File: src/rtl/ram_stream_reader_if.sv
`timescale 1ns/1ps
`default_nettype none
// ============================================================================
// Module   : ram_stream_reader_if
// Brief    : RAM read port plus valid/ready output stream of the RAM reader.
// Revision : 1.0 - initial release
// ============================================================================
interface ram_stream_reader_if #(
  parameter int DATA_WIDTH = 8,
  parameter int ADDR_WIDTH = 10
) ();
  logic [ADDR_WIDTH-1:0] oReadAddress;
  logic                  oReadValid;
  logic [DATA_WIDTH-1:0] iRamData;
  logic [DATA_WIDTH-1:0] oData;
  logic                  oValid;
  logic                  iReady;

  // master = the reader; slave = the RAM/sink side it talks to
  modport master (
    output oReadAddress, oReadValid, oData, oValid,
    input  iRamData, iReady
  );
  modport slave (
    input  oReadAddress, oReadValid, oData, oValid,
    output iRamData, iReady
  );
endinterface
`default_nettype wire

File: src/rtl/ram_stream_reader.sv
`timescale 1ns/1ps
`default_nettype none
// ============================================================================
// Module   : ram_stream_reader
// Brief    : Burst reader for a 1-cycle-latency RAM, streaming words out
//            through a 2-entry buffer with credit-based read issue.
// Revision : 1.0 - initial release
// ============================================================================
module ram_stream_reader #(
  parameter int DATA_WIDTH = 8,
  parameter int ADDR_WIDTH = 10
) (
  input  logic                  Clock,
  input  logic                  Reset,
  input  logic                  iStart,
  input  logic [ADDR_WIDTH-1:0] iBaseAddr,
  input  logic [ADDR_WIDTH:0]   iCount,
  output logic                  oBusy,
  output logic                  oDone,
  ram_stream_reader_if.master   bus
);

  typedef enum logic [1:0] {
    S_IDLE  = 2'd0,
    S_RUN   = 2'd1,
    S_DRAIN = 2'd2
  } state_t;

  localparam logic [ADDR_WIDTH:0] c_CNT_ONE = {{ADDR_WIDTH{1'b0}}, 1'b1};

  state_t                r_state;
  state_t                w_state_next;
  logic                  w_done_next;

  logic [ADDR_WIDTH-1:0] r_base;
  logic [ADDR_WIDTH-1:0] r_last_addr;
  logic [ADDR_WIDTH:0]   r_count;
  logic [ADDR_WIDTH:0]   r_issued;
  logic [ADDR_WIDTH:0]   r_beats;
  logic                  r_inflight;
  logic [1:0]            r_occ;
  logic [DATA_WIDTH-1:0] r_head;
  logic [DATA_WIDTH-1:0] r_tail;
  logic                  r_done;

  logic                  w_start;
  logic                  w_pop;
  logic                  w_push;
  logic                  w_issue;
  logic [ADDR_WIDTH-1:0] w_issue_addr;
  logic [ADDR_WIDTH:0]   w_issued_next;
  logic [ADDR_WIDTH:0]   w_beats_next;

  assign w_start       = (r_state == S_IDLE) && iStart;
  assign w_pop         = (r_occ != 2'd0) && bus.iReady;
  assign w_push        = r_inflight;
  assign w_issued_next = r_issued + c_CNT_ONE;
  assign w_beats_next  = r_beats + {{ADDR_WIDTH{1'b0}}, w_pop};
  assign w_issue_addr  = r_base + r_issued[ADDR_WIDTH-1:0];

  // A read is a credit on a buffer slot: words held plus the one in flight,
  // minus the one leaving this cycle, must leave room for the new response.
  assign w_issue = (r_state == S_RUN) && (r_issued < r_count) &&
                   (({1'b0, r_occ} + {2'b00, r_inflight}) < (3'd2 + {2'b00, w_pop}));

  always_comb begin
    w_state_next = r_state;
    w_done_next  = 1'b0;
    case (r_state)
      S_IDLE: begin
        if (iStart) begin
          if (iCount == '0) begin
            w_done_next = 1'b1;
          end else begin
            w_state_next = S_RUN;
          end
        end
      end
      S_RUN: begin
        if (w_issue && (w_issued_next == r_count)) begin
          w_state_next = S_DRAIN;
        end
      end
      S_DRAIN: begin
        if (w_pop && (w_beats_next == r_count)) begin
          w_state_next = S_IDLE;
          w_done_next  = 1'b1;
        end
      end
      default: w_state_next = S_IDLE;
    endcase
  end

  always_ff @(posedge Clock) begin
    if (Reset) begin
      r_state <= S_IDLE;
      r_done  <= 1'b0;
    end else begin
      r_state <= w_state_next;
      r_done  <= w_done_next;
    end
  end

  always_ff @(posedge Clock) begin
    if (Reset) begin
      r_base      <= '0;
      r_count     <= '0;
      r_issued    <= '0;
      r_beats     <= '0;
      r_last_addr <= '0;
    end else if (w_start) begin
      r_base   <= iBaseAddr;
      r_count  <= iCount;
      r_issued <= '0;
      r_beats  <= '0;
    end else begin
      if (w_issue) begin
        r_issued    <= w_issued_next;
        r_last_addr <= w_issue_addr;
      end
      if (w_pop) begin
        r_beats <= w_beats_next;
      end
    end
  end

  // Clearing the in-flight flag on reset drops a response still in the RAM pipe.
  always_ff @(posedge Clock) begin
    if (Reset) begin
      r_inflight <= 1'b0;
      r_occ      <= 2'd0;
      r_head     <= '0;
      r_tail     <= '0;
    end else begin
      r_inflight <= w_issue;
      case ({w_push, w_pop})
        2'b10: begin
          if (r_occ == 2'd0) begin
            r_head <= bus.iRamData;
            r_occ  <= 2'd1;
          end else begin
            r_tail <= bus.iRamData;
            r_occ  <= 2'd2;
          end
        end
        2'b01: begin
          if (r_occ == 2'd2) begin
            r_head <= r_tail;
          end
          r_occ <= r_occ - 2'd1;
        end
        2'b11: begin
          if (r_occ == 2'd1) begin
            r_head <= bus.iRamData;
          end else begin
            r_head <= r_tail;
            r_tail <= bus.iRamData;
          end
        end
        default: ;
      endcase
    end
  end

  assign bus.oReadValid   = w_issue;
  assign bus.oReadAddress = w_issue ? w_issue_addr : r_last_addr;
  assign bus.oValid       = (r_occ != 2'd0);
  assign bus.oData        = r_head;
  assign oBusy            = (r_state != S_IDLE);
  assign oDone            = r_done;

  a_no_overflow : assert property (@(posedge Clock) disable iff (Reset)
    !(w_push && !w_pop && (r_occ == 2'd2)));
  a_occ_range : assert property (@(posedge Clock) disable iff (Reset)
    (r_occ != 2'd3));

endmodule
`default_nettype wire

File: src/flat_wrapper.sv
// flat-port wrapper written by rule: the top's interface ports become plain ports
module ram_stream_reader_flat 
#(
  parameter int DATA_WIDTH = 8,
  parameter int ADDR_WIDTH = 10
)
  (Clock, Reset, iStart, iBaseAddr, iCount, oBusy, oDone, bus_oReadAddress, bus_oReadValid, bus_oData, bus_oValid, bus_iRamData, bus_iReady);
  ram_stream_reader_if #(.DATA_WIDTH(DATA_WIDTH), .ADDR_WIDTH(ADDR_WIDTH)) bus_i ();
  input  logic Clock;
  input  logic Reset;
  input  logic iStart;
  input  logic [ADDR_WIDTH-1:0] iBaseAddr;
  input  logic [ADDR_WIDTH:0] iCount;
  output logic oBusy;
  output logic oDone;
  output wire logic [$bits(bus_i.oReadAddress)-1:0] bus_oReadAddress;
  output wire logic [$bits(bus_i.oReadValid)-1:0] bus_oReadValid;
  output wire logic [$bits(bus_i.oData)-1:0] bus_oData;
  output wire logic [$bits(bus_i.oValid)-1:0] bus_oValid;
  input wire logic [$bits(bus_i.iRamData)-1:0] bus_iRamData;
  input wire logic [$bits(bus_i.iReady)-1:0] bus_iReady;
  assign bus_oReadAddress = bus_i.oReadAddress;
  assign bus_oReadValid = bus_i.oReadValid;
  assign bus_oData = bus_i.oData;
  assign bus_oValid = bus_i.oValid;
  assign bus_i.iRamData = bus_iRamData;
  assign bus_i.iReady = bus_iReady;
  ram_stream_reader #(.DATA_WIDTH(DATA_WIDTH), .ADDR_WIDTH(ADDR_WIDTH)) u_core (.Clock(Clock), .Reset(Reset), .iStart(iStart), .iBaseAddr(iBaseAddr), .iCount(iCount), .oBusy(oBusy), .oDone(oDone), .bus(bus_i));
endmodule
File: config.mk
export PLATFORM = sky130hd
export DESIGN_NAME = ram_stream_reader_flat
export DESIGN_NICKNAME = d
export VERILOG_FILES = /design/src/rtl/ram_stream_reader_if.sv /design/src/rtl/ram_stream_reader.sv /design/src/flat_wrapper.sv
export SDC_FILE = /design/constraint.sdc
export NUM_CORES = 1
export LEC_CHECK = 0
export ABC_AREA = 1
export BUFFER_PORTS_ARGS = -buffer_cell sky130_fd_sc_hd__buf_2
export CORE_MARGIN = 10
export CORE_UTILIZATION = 35
export DETAILED_ROUTE_END_ITERATION = 7
export HOLD_SLACK_MARGIN = 0.1
export RECOVER_POWER = 100
export SYNTH_ARGS = -nofsm -noshare
export SYNTH_HDL_FRONTEND = slang
export SYNTH_SLANG_ARGS = --single-unit
File: constraint.sdc
create_clock -name Clock -period 3.7 [get_ports Clock]
set_input_delay 0.185 -clock Clock [delete_from_list [all_inputs] [get_ports Clock]]
set_output_delay 0.185 -clock Clock [all_outputs]
set_load 0.01 [all_outputs]
==> flow_summary_export.csv <==
group,metric,value,unit
pwr,vdd_drop_max,284,uV
layout,layout_commonest_cell,"nand2_1",
setup_path,rr_endpoint,"u_core.bus.oData[1]$_SDFFE_PP0P_",
pwr,clock_power_share,0.310,
timing,fin_setup_tns,0,ns
timing,fin_skew,0.00672,ns
setup_path,crit_end,"bus_oReadAddress[5]",
timing,setup_viol_count_final,0,
layout,drive_gt1_frac,0.102,
synth,synth_edf_count,0,
placed_design,post-place-cells,906,
routing,vias_per_cell,4.84,
pwr,p_leak,2.40,nW
layout,syn2layout_area_growth,15.7,%
floorplanning,initial_core_util,0.363,
timing,grt_setup_unrepaired,"no",
clocking,clkLatencyLatePin,0.34,ns
setup_path,crit_type,"reg2out",
setup_path,reg2reg_depth,13,
routing,first_pass_iters,6,
timing,holdWs,0.106,ns
clocking,clk_pin_slew,0.06,ns
timing,drv_slew,0,
timing,max_slew_margin,0.303,
grt,grt_pass1_wl,21.0,mm
timing,min_period,3.09,ns
synth,syn_area,4630,um2
clocking,cts_buffer_depth,2,
setup_path,rrSetupSlack,0.65,ns
grt,track_usage,0.143,
clocking,cts-root-buf,"clkbuf_16",
setup_path,critPathMaxFanout,28,
floorplanning,row_count,41,
pwr,power_frac_comb,0.331,
min_path,hold_class,"in2reg",
routing,vias,4479,
layout,final_cell_count_no_fill,925,
synth,synthCells,693,
floorplanning,ioPinCount,55,
setup_path,arrival,2.90,ns
pwr,swShare,0.372,
layout,diodes,0,
placed_design,io_buffers,54,
routing,drc_errors,0,
layout,nets,814,
pwr,p_seq_frac,0.359,
setup_path,cp.required,3.51,ns
pwr,p_per_area,553,nW/um2
clocking,clock-sinks,75,
setup_path,crit_path_start_kind,"register",
synth,synth_nets,759,
flow_run,drv_cap,0,
grt,antenna_found_initial,0,
floorplanning,core_area,12800,um2
placed_design,gp_congestion,0.887,
clocking,cts.htree.levels,3,
pwr,power,2.96,mW
routing,wl_per_cell,13.9,um
synth,ys_dominant_reg_cell,"dfxtp_1",
timing,period_share,0.834,
synth,synth_cell_types,40,
grt,grt_pass1_vias,4108,
pwr,internal-power,1.86,mW
timing,final-hold-violation-count,0,
synth,ys_ff_latch,75,
floorplanning,die_h,135,um
synth,syn_avg_cell_area,6.68,um2
routing,drt_iter0_drc,248,
grt,grt_overflow,0,
setup_path,r2r-start,"u_core.r_occ[1]$_SDFFE_PP0P_",
setup_path,crit_start,"u_core.r_occ[0]$_SDFFE_PP0P_",
clocking,numCtsBuffers,9,
synth,yosysSeqAreaShare,0.324,
synth,async_flop_share,0,
layout,final_cell_mix,"nand2_1 (147), inv_1 (101), dfxtp_1 (75), o21ai_0 (70), a21oi_1 (65)",
clocking,cts_tree,"built",
floorplanning,dieArea,18200,um2
timing,fmax,324,MHz
timing,worst_pin_slew,1.05,ns
synth,ys_warn_count,0,
routing,routed_wl,12.9,mm
routing,ant_nets,0,
setup_path,crit_path_end_kind,"output port",
floorplanning,die_w,135,um
run_status,status,"finished clean",
placed_design,place_hpwl,10.0,mm
layout,fin_util,0.419,
grt,grt_max_degree,38,
pwr,p_sw,1.10,mW
==> synth_stat cells (2+ instances only) <==
cell type    n  area (um2)
nand3_1     45         225
a21oi_1     64         320
or2_2        4        25.0
nand4_1      9        56.3
o211ai_1     5        37.5
o21ai_1      3        15.0
nor2_4       2        22.5
ha_1        32         400
xnor2_1      2        17.5
nor4_1       2        12.5
a211oi_1     2        15.0
nand3_2      4        40.0
buf_2        3        15.0
nor2_2       9        56.3
o21ai_0     69         345
inv_1      100         375
dfxtp_1     75        1500
a31oi_1      4        25.0
o22ai_1      8        50.1
buf_4        2        15.0
nand2_2      5        31.3
nor2_1      62         233
nand2_1    146         548
inv_2        3        11.3
clkbuf_1    11        41.3
xor2_1       8        70.1
==> power by group through the flow <==
stage	clock network, mW	registers, mW	logic [mW]
after CTS	0.937	1.06	1.03
after floorplan	0	1.05	0.732
final	0.920	1.06	0.980
after global routing	0.967	1.08	1.13
after global placement	0	1.08	1.02
after detailed placement	0	1.08	1.02
==> state kept, by name (all words and copies together) (netlist names), 2 cells and up <==
register            flops
u_core.r_beats         11
u_core.r_count         11
u_core.r_occ            2
u_core.r_issued        11
u_core.r_base          10
u_core.r_last_addr     10
u_core.bus.oData        8
u_core.r_state          2
u_core.r_tail           8
==> worst max-delay path, stage by stage (launching register included) <==
cell and delay, ns:
dfxtp_1 0.38, inv_1 0.09, ha_1 0.23, inv_1 0.09
nand2_1 0.25, o21ai_1 0.28, nand2_1 0.09, nor2_2 0.21
nand2_4 0.19, inv_4 0.26, nor2_1 0.09, a31oi_1 0.21
clkbuf_1 0.18
==> worst min path at each step <==
stage / startpoint / end / cells after the start
global route: iBaseAddr[3] / u_core.r_base[3]$_SDFFE_PP0P_ / 3
global placement: iBaseAddr[7] / u_core.r_base[7]$_SDFFE_PP0P_ / 3
CTS: iBaseAddr[0] / u_core.r_base[0]$_SDFFE_PP0P_ / 3
detailed placement: iBaseAddr[6] / u_core.r_base[6]$_SDFFE_PP0P_ / 3
finish: iBaseAddr[3] / u_core.r_base[3]$_SDFFE_PP0P_ / 3
floorplan: iBaseAddr[0] / u_core.r_base[0]$_SDFFE_PP0P_ / 2
==> per-layer routing <==
| layer | wire length (um) | track usage | vias up |
|---|---|---|---|
| li1 | - | - | 2377 |
| met1 | 6190 | 0.187 | 1980 |
| met2 | 5770 | 0.226 | 105 |
| met3 | 695 | 0.0330 | 17 |
| met4 | 221 | 0.0461 | 0 |
| met5 | 0 | 0 | - |
==> through the flow <==
stage / cell area, um2 / setup WS [ns]
floorplan: 4630 / 0.958
global placement: 5070 / 1.04
finish: 5360 / 0.615
global route: 5360 / 0.306
detailed placement: 5070 / 1.01
CTS: 5410 / 0.743
==> area by class of cell <==
cell class / count / area [um2]
Fill cell: 1371 / 7420
Multi-Input combinational cell: 496 / 2640
Sequential cell: 75 / 1500
Inverter: 104 / 393
Timing Repair Buffer: 62 / 299
Clock buffer: 12 / 267
Tap cell: 172 / 215
Clock inverter: 4 / 47.5
==> timing repair <==
action,4_1_cts,5_1_grt
gates resized for setup,0,0
hold endpoints to repair,3,0
setup endpoints to repair,0,0
buffers inserted,0,0
hold buffers,3,0
==> kinds of logic after synthesis <==
kind of cell,count (synthesis),share of synthesized area
AND/OR/NAND/NOR,292,0.276
AO/OA/AOI/OAI,161,0.186
buffers and inverters,122,0.104
flip-flops,75,0.324
adder cells (fa/ha/maj),33,0.0908
XOR/XNOR,10,0.0189
No activity file was read; power rests on OpenSTA's default activity.
